**config.mk**
```make
export PLATFORM = sky130hd
export DESIGN_NAME = lcd_in_timing_detect_flat
export DESIGN_NICKNAME = d
export VERILOG_FILES = /design/src/rtl/lcd_in_timing_detect_if.sv /design/src/rtl/lcd_in_timing_detect.sv /design/src/flat_wrapper.sv
export SDC_FILE = /design/constraint.sdc
export NUM_CORES = 1
export LEC_CHECK = 0
export BUFFER_PORTS_ARGS = -buffer_cell sky130_fd_sc_hd__buf_2
export CORE_MARGIN = 2
export CORE_UTILIZATION = 35
export DETAILED_ROUTE_END_ITERATION = 12
export PLACE_DENSITY = 0.61
export SLEW_MARGIN = 20
export SYNTH_ARGS = -nofsm -noshare
export SYNTH_HDL_FRONTEND = slang
export SYNTH_SLANG_ARGS = --single-unit
export TNS_END_PERCENT = 50
```
**constraint.sdc**
```tcl
create_clock -name lcd_pclk_i -period 6.1 [get_ports lcd_pclk_i]
set_clock_uncertainty 0.05 [all_clocks]
set_input_delay 0.61 -clock lcd_pclk_i [delete_from_list [all_inputs] [get_ports lcd_pclk_i]]
set_output_delay 0.61 -clock lcd_pclk_i [all_outputs]
set_load 0.02 [all_outputs]
```
**src/rtl/lcd_in_timing_detect_if.sv**
```systemverilog
// Video input / timing result bundle for lcd_in_timing_detect.
// line_err exists only when LCD_TIMING_LINE_CHK_EN is defined.
interface lcd_in_timing_detect_if;
    logic        lcd_de_i;
    logic        lcd_hs_i;
    logic        lcd_vs_i;
    logic [10:0] lcd_in_h_disp;
    logic [10:0] lcd_in_v_disp;
    logic        timing_valid;
    logic        timing_change;
    logic        frame_start;
`ifdef LCD_TIMING_LINE_CHK_EN
    logic        line_err;

    modport master (
        output lcd_de_i, lcd_hs_i, lcd_vs_i,
        input  lcd_in_h_disp, lcd_in_v_disp, timing_valid, timing_change, frame_start, line_err
    );
    modport slave (
        input  lcd_de_i, lcd_hs_i, lcd_vs_i,
        output lcd_in_h_disp, lcd_in_v_disp, timing_valid, timing_change, frame_start, line_err
    );
`else
    modport master (
        output lcd_de_i, lcd_hs_i, lcd_vs_i,
        input  lcd_in_h_disp, lcd_in_v_disp, timing_valid, timing_change, frame_start
    );
    modport slave (
        input  lcd_de_i, lcd_hs_i, lcd_vs_i,
        output lcd_in_h_disp, lcd_in_v_disp, timing_valid, timing_change, frame_start
    );
`endif
endinterface

```
**src/rtl/lcd_in_timing_detect.sv**
```systemverilog
// Measures active width/height of the LCD input stream and publishes a debounced resolution.
// Optional per-line width check (adds line_err): LCD_TIMING_LINE_CHK_EN.
//
// state   | meaning
// IDLE    | waiting for the first frame start; the partial first frame is never measured
// MEASURE | collecting candidates until STABLE_FRAMES identical good frames are seen
// LOCKED  | outputs valid; mismatching/bad frames counted toward LOST_FRAMES
module lcd_in_timing_detect #(
    parameter int unsigned STABLE_FRAMES = 3,
    parameter int unsigned LOST_FRAMES   = 2,
    parameter logic [23:0] TIMEOUT_CYC   = 24'd4000000,
    parameter logic        VS_POL        = 1'b1,
    parameter logic        DE_POL        = 1'b1
) (
    input logic                   lcd_pclk_i,
    input logic                   rst_n,
    lcd_in_timing_detect_if.slave video
);
    typedef enum logic [1:0] {IDLE, MEASURE, LOCKED} state_t;

    localparam logic [3:0]  STABLE_N = 4'(STABLE_FRAMES);
    localparam logic [3:0]  LOST_N   = 4'(LOST_FRAMES);
    localparam logic [10:0] CNT_MAX  = 11'h7ff;

    logic        s1_de, s1_vs, s1_hs, s2_de, s2_vs, s2_hs;
    logic        de_pin, vs_pin;
    logic        fs_det, de_fall, line_end, first_line;
    logic        hcnt_sat, vcnt_sat, line_mis, bad_nxt;
    logic [10:0] hcnt, vcnt, line_w;
    logic [10:0] hcnt_p1, line_w_nxt, vcnt_nxt;
    logic        frame_bad, skip_line;
    logic [10:0] cand_w, cand_v;
    logic        cand_bad;
    logic [23:0] tocnt;
    logic        timeout;
    state_t      state;
    logic [3:0]  match_cnt, miss_cnt, match_nxt, miss_nxt;
    logic [10:0] prev_w, prev_v, h_disp, v_disp;
    logic        cand_same_prev, cand_same_out;
    logic        timing_valid, timing_change, frame_start;

    assign de_pin = (video.lcd_de_i == DE_POL);
    assign vs_pin = (video.lcd_vs_i == VS_POL);

    always_ff @(posedge lcd_pclk_i or negedge rst_n) begin
        if (!rst_n) begin
            s1_de <= 1'b0;
            s1_vs <= 1'b0;
            s1_hs <= 1'b0;
            s2_de <= 1'b0;
            s2_vs <= 1'b0;
            s2_hs <= 1'b0;
        end else begin
            s1_de <= de_pin;
            s1_vs <= vs_pin;
            s1_hs <= video.lcd_hs_i;
            s2_de <= s1_de;
            s2_vs <= s1_vs;
            s2_hs <= s1_hs;
        end
    end

    // hsync is monitored only; it takes no part in measurement
    logic unused_hs;
    assign unused_hs = s1_hs ^ s2_hs;

    assign fs_det     = s1_vs & ~s2_vs;
    assign de_fall    = s2_de & ~s1_de;
    assign line_end   = de_fall & ~skip_line;
    assign first_line = (vcnt == 11'd0);
    assign hcnt_sat   = (hcnt == CNT_MAX);
    assign vcnt_sat   = (vcnt == CNT_MAX);
    assign hcnt_p1    = hcnt_sat ? CNT_MAX : hcnt + 11'd1;
    assign line_w_nxt = (line_end && first_line) ? hcnt_p1 : line_w;
    assign vcnt_nxt   = (line_end && !vcnt_sat) ? vcnt + 11'd1 : vcnt;

`ifdef LCD_TIMING_LINE_CHK_EN
    assign line_mis = line_end & ~first_line & (hcnt_p1 != line_w);
`else
    assign line_mis = 1'b0;
`endif

    assign bad_nxt = frame_bad | hcnt_sat | (line_end & vcnt_sat) | line_mis;

    // A line ending in the frame-start cycle is folded into the candidate before evaluation
    always_ff @(posedge lcd_pclk_i or negedge rst_n) begin
        if (!rst_n) begin
            hcnt      <= '0;
            vcnt      <= '0;
            line_w    <= '0;
            frame_bad <= 1'b0;
            skip_line <= 1'b0;
            cand_w    <= '0;
            cand_v    <= '0;
            cand_bad  <= 1'b0;
        end else if (fs_det) begin
            cand_w    <= line_w_nxt;
            cand_v    <= vcnt_nxt;
            cand_bad  <= bad_nxt | s1_de | (line_w_nxt == 11'd0) | (vcnt_nxt == 11'd0);
            hcnt      <= '0;
            vcnt      <= '0;
            line_w    <= '0;
            frame_bad <= 1'b0;
            skip_line <= s1_de;
        end else begin
            frame_bad <= bad_nxt;
            line_w    <= line_w_nxt;
            vcnt      <= vcnt_nxt;
            if (de_fall) begin
                hcnt      <= '0;
                skip_line <= 1'b0;
            end else if (s1_de && s2_de && !skip_line && !hcnt_sat) begin
                hcnt <= hcnt + 11'd1;
            end
        end
    end

`ifdef LCD_TIMING_LINE_CHK_EN
    logic line_err;
    always_ff @(posedge lcd_pclk_i or negedge rst_n) begin
        if (!rst_n) line_err <= 1'b0;
        else        line_err <= line_mis;
    end
    assign video.line_err = line_err;
`endif

    assign timeout = (tocnt == TIMEOUT_CYC);

    always_ff @(posedge lcd_pclk_i or negedge rst_n) begin
        if (!rst_n)        tocnt <= '0;
        else if (fs_det)   tocnt <= '0;
        else if (!timeout) tocnt <= tocnt + 24'd1;
    end

    assign cand_same_prev = (cand_w == prev_w) && (cand_v == prev_v);
    assign cand_same_out  = !cand_bad && (cand_w == h_disp) && (cand_v == v_disp);
    assign match_nxt      = cand_same_prev ? match_cnt + 4'd1 : 4'd1;
    assign miss_nxt       = miss_cnt + 4'd1;

    always_ff @(posedge lcd_pclk_i or negedge rst_n) begin
        if (!rst_n) begin
            state         <= IDLE;
            match_cnt     <= '0;
            miss_cnt      <= '0;
            prev_w        <= '0;
            prev_v        <= '0;
            h_disp        <= '0;
            v_disp        <= '0;
            timing_valid  <= 1'b0;
            timing_change <= 1'b0;
            frame_start   <= 1'b0;
        end else begin
            timing_change <= 1'b0;
            frame_start   <= fs_det;
            if (timeout) begin
                timing_change <= timing_valid;
                h_disp        <= '0;
                v_disp        <= '0;
                timing_valid  <= 1'b0;
                match_cnt     <= '0;
                miss_cnt      <= '0;
                state         <= IDLE;
            end else if (frame_start) begin
                case (state)
                    IDLE: begin
                        match_cnt <= '0;
                        state     <= MEASURE;
                    end
                    MEASURE: begin
                        if (cand_bad) begin
                            match_cnt <= '0;
                        end else begin
                            if (!cand_same_prev) begin
                                prev_w <= cand_w;
                                prev_v <= cand_v;
                            end
                            if (match_nxt == STABLE_N) begin
                                h_disp        <= cand_w;
                                v_disp        <= cand_v;
                                timing_valid  <= 1'b1;
                                timing_change <= 1'b1;
                                match_cnt     <= '0;
                                miss_cnt      <= '0;
                                state         <= LOCKED;
                            end else begin
                                match_cnt <= match_nxt;
                            end
                        end
                    end
                    LOCKED: begin
                        if (cand_same_out) begin
                            miss_cnt <= '0;
                        end else if (miss_nxt == LOST_N) begin
                            h_disp        <= '0;
                            v_disp        <= '0;
                            timing_valid  <= 1'b0;
                            timing_change <= 1'b1;
                            match_cnt     <= '0;
                            miss_cnt      <= '0;
                            state         <= MEASURE;
                        end else begin
                            miss_cnt <= miss_nxt;
                        end
                    end
                    default: state <= IDLE;
                endcase
            end
        end
    end

    assign video.lcd_in_h_disp = h_disp;
    assign video.lcd_in_v_disp = v_disp;
    assign video.timing_valid  = timing_valid;
    assign video.timing_change = timing_change;
    assign video.frame_start   = frame_start;
endmodule
```
**src/flat_wrapper.sv**
```systemverilog
// flat-port wrapper written by rule: the top's interface ports become plain ports
module lcd_in_timing_detect_flat 
#(
    parameter int unsigned STABLE_FRAMES = 3,
    parameter int unsigned LOST_FRAMES   = 2,
    parameter logic [23:0] TIMEOUT_CYC   = 24'd4000000,
    parameter logic        VS_POL        = 1'b1,
    parameter logic        DE_POL        = 1'b1
)
  (lcd_pclk_i, rst_n, video_lcd_de_i, video_lcd_hs_i, video_lcd_vs_i, video_lcd_in_h_disp, video_lcd_in_v_disp, video_timing_valid, video_timing_change, video_frame_start);
  lcd_in_timing_detect_if video_i ();
  input logic lcd_pclk_i;
  input logic rst_n;
  input wire logic [$bits(video_i.lcd_de_i)-1:0] video_lcd_de_i;
  input wire logic [$bits(video_i.lcd_hs_i)-1:0] video_lcd_hs_i;
  input wire logic [$bits(video_i.lcd_vs_i)-1:0] video_lcd_vs_i;
  output wire logic [$bits(video_i.lcd_in_h_disp)-1:0] video_lcd_in_h_disp;
  output wire logic [$bits(video_i.lcd_in_v_disp)-1:0] video_lcd_in_v_disp;
  output wire logic [$bits(video_i.timing_valid)-1:0] video_timing_valid;
  output wire logic [$bits(video_i.timing_change)-1:0] video_timing_change;
  output wire logic [$bits(video_i.frame_start)-1:0] video_frame_start;
  assign video_i.lcd_de_i = video_lcd_de_i;
  assign video_i.lcd_hs_i = video_lcd_hs_i;
  assign video_i.lcd_vs_i = video_lcd_vs_i;
  assign video_lcd_in_h_disp = video_i.lcd_in_h_disp;
  assign video_lcd_in_v_disp = video_i.lcd_in_v_disp;
  assign video_timing_valid = video_i.timing_valid;
  assign video_timing_change = video_i.timing_change;
  assign video_frame_start = video_i.frame_start;
  lcd_in_timing_detect #(.STABLE_FRAMES(STABLE_FRAMES), .LOST_FRAMES(LOST_FRAMES), .TIMEOUT_CYC(TIMEOUT_CYC), .VS_POL(VS_POL), .DE_POL(DE_POL)) u_core (.lcd_pclk_i(lcd_pclk_i), .rst_n(rst_n), .video(video_i));
endmodule
```
==> summary.md <==
| Metric | Value |
|---|---|
| Dpl hpwl | 9770 um |
| Starting Density | 35.9% |
| Die ar. | between 0.02 and 0.025 mm^2 |
| Number of synthesis warnings | 0 |
| CTS tree | done |
| Worst vdd ir | 203 uV |
| Hold Crit Class | in2async |
| Die W | about 150 um |
| DR DRC count | 0 |
| Final WL | 14200 um |
| Initial antenna violation count | 0 |
| Final Total Pwr | 2.89 mW |
| Cell with the most instances after synthesis | dfrtp_1 |
| Synth Cell Area | 0.00706 mm^2 |
| # setup viols final | 0 |
| # Max-Cap Violations | 0 |
| CTS hold repair buffers | 0 |
| Io pins | 30 |
| Largest area contributor in the netlist | dfrtp_1 |
| Fmax achieved | 369 MHz |
| Setup bufs post-CTS | 0 |
| Final worst path period share | between 40% and 50% |
| Syn avg cell area | 10.3 um^2 |
| Nets | 731 |
| Total grt overflow | 0 |
| Die H | around 150 um |
| Final Util | 41.0% |
| Status | finished, final reports clean |
| Layout cells sized above 1 | 13.6% |
| Top post-synthesis cells by area | dfrtp_1 (51%), xnor2_1 (4.7%), xor2_1 (4.7%), mux2_4 (4.3%), nand2_1 (3.9%) |
| Clock root cell | clkbuf_16 |
| Cell variety after synth | 55 |
| H-Tree Level Count | 4 |
| Relative slew margins | between 30% and 40% |
| Antenna viol nets, final | 0 |
| Layout fillers | a little under 2k |
| Sequential share of the synthesized area | 50.7% |
| Global placer's final weighted congestion | 0.789 |
| Largest net degree at the start of global routing | 76 |
| Commonest cells post-synth | dfrtp_1 (143), nand2_1 (74), nor2_1 (73) |
| Worst Setup Start Kind | flop |
| Synthesized flop and latch total | 143 |
| Final min period | 2.71 ns |
| CTS Buf Count | 17 |
| Number of iterations in the first detailed-routing pass | 4 |
| Syn Inst Count | between 600 and 700 |
| Clk sinks | 143 |
| Ant. Diodes | 0 |
| RSZ-0062 raised after global routing | false |
| Vias in the first global route | 4857 |
| Routed len/inst | 14.4 um |
| Worst Path Arrival | between 2 and 3 ns |
| DRT iter0 DRCs | 246 |
| Critical Path Sink Type | flop |
| PD cells | 359 mW/mm^2 |
| Core area | approximately 0.02 mm^2 |
| Placed Instances | between 900 and 1k |
| Clock tree buffer depth | 2 |
| Syn nets | 702 |
| Setup_tns | 0 ns |
| Vias | 4976 |
| Crit Path Max Fanout | 7 |
| Final Max Slew Viols | 0 |
| Leakage Power | 3.70 nW |
| GRT Util Overall | 14.2% |
| Primary FF master, synth | dfrtp_1 |
| Asr flop ratio synth | 100% |
| Measured slew at the worst slew-check pin | 0.943 ns |
| PortBufs | 28 |
| PostCTS Resize Cnt | 0 |
| Synth top area share | approximately 51% |
| EDFF count, synth | 0 |
| P&R area growth vs syn | 14.2% |
| Final std cells w/o fill | 992 |
| Final number of hold-violating endpoints | 0 |
| Num rows | just over 50 |
| Skew-Pair Late Insertion Delay | 0.42 ns |
| Crit Path Category | reg2reg |
| CP required | 6.35 ns |
| Clk slew on worst S/H paths | 0.06 ns |
| Global-route wire length before repair | approximately 25000 um |
| Via-to-Cell Ratio | roughly 5.0 |
[where the power goes]
part           internal (mW)  total (mW)  switching [mW]
combinational          0.269       0.623           0.354
clock                  0.647        1.05           0.399
sequential              1.08        1.22           0.146
[path summary, 6_finish.rpt]
| kind | startpoint | to | slack (ns) | cells after the start |
|---|---|---|---|---|
| setup reg to reg | u_core.hcnt[0]$_DFFE_PN0P_ | u_core.cand_bad$_DFFE_PN0P_ | 3.39 | 8 |
| max in group asynchronous | rst_n | u_core.video.lcd_in_v_disp[10]$_DFFE_PN0P_ | 4.46 | 2 |
| setup / recovery | u_core.hcnt[0]$_DFFE_PN0P_ | u_core.cand_bad$_DFFE_PN0P_ | 3.39 | 8 |
| hold / removal | rst_n | u_core.miss_cnt[1]$_DFFE_PN0P_ | 0.17 | 1 |
| hold reg to reg | u_core.s1_vs$_DFF_PN0_ | u_core.s2_vs$_DFF_PN0_ | 0.33 | 0 |
| min in group lcd_pclk_i | video_lcd_vs_i | u_core.s1_vs$_DFF_PN0_ | 0.24 | 1 |
[cells in the final DEF (no fill, tap or decap), types with 3 or more instances in the layout]
master	count
dfrtp_1	143
nand2_1	74
nor2_1	73
o21ai_0	50
xor2_1	38
xnor2_1	38
nand3_1	28
buf_2	27
a22o_1	23
mux2_4	20
nand4_1	19
clkbuf_16	17
inv_1	16
a21oi_1	12
ha_1	12
nor4_1	11
and3_1	10
nor3_1	8
and4_1	8
o22ai_1	7
and2_1	7
nor2b_1	6
mux2i_1	5
o31ai_1	5
clkinvlp_4	5
buf_4	5
a31oi_1	4
nand2b_1	4
nor4b_1	4
or3_1	4
clkbuf_8	4
nand3b_1	3
mux2_2	3
[through the flow]
step                      worst slack, ns  area (um^2)  hold slack [ns]
after global placement               3.50         7450            0.315
after global routing                 3.07         8060            0.225
final                                3.39         8060            0.170
after detailed placement             3.44         7450            0.321
after CTS                            3.41         8060            0.191
after floorplan                      3.85         7060            0.264
[routing by layer]
layer	vias to the layer above	global-route usage (%)	part of all wire, %
li1	2463	-	-
met1	2439	20.3	52
met3	18	2.85	2.1
met5	-	0	0
met4	0	5.05	1.2
met2	56	21.3	45
[worst max-delay path: stages (launching register included)]
cell	delay, ns
dfrtp_1	0.47
ha_1	0.31
nand4_1	0.21
nor3_1	0.56
nand2b_1	0.32
o22ai_1	0.18
and3_1	0.23
a21oi_1	0.16
o31ai_1	0.09
[sequential cells by signal, summed over array words and instances (netlist names), 2 cells and up]
register,flops
u_core.tocnt,24
u_core.cand_v,11
u_core.cand_w,11
u_core.hcnt,11
u_core.line_w,11
u_core.prev_v,11
u_core.prev_w,11
u_core.vcnt,11
u_core.video.lcd_in_h_disp,11
u_core.video.lcd_in_v_disp,11
u_core.match_cnt,4
u_core.miss_cnt,4
u_core.state,2
[layout make-up]
cell class	count	area (um^2)	share of cell area, %
Inverter	17	63.8	0.792
Timing Repair Buffer	33	184	2.28
Clock inverter	11	129	1.60
Multi-Input combinational cell	502	3290	40.8
Tap cell	265	332	4.11
Clock buffer	21	480	5.96
Sequential cell	143	3580	44.4
[cell families after synthesis]
kind of cell | count (synthesis) | share of synthesized area [%]
DFF | 143 | 50.7
and+or+nand+nor | 267 | 18.8
muxes | 28 | 5.44
AOI/OAI and AO/OA | 119 | 10.8
adders and majority gates | 12 | 2.13
xor gates and xnor gates | 76 | 9.43
buffers and inverters | 40 | 2.64
Power figures use the tool's default switching activity.
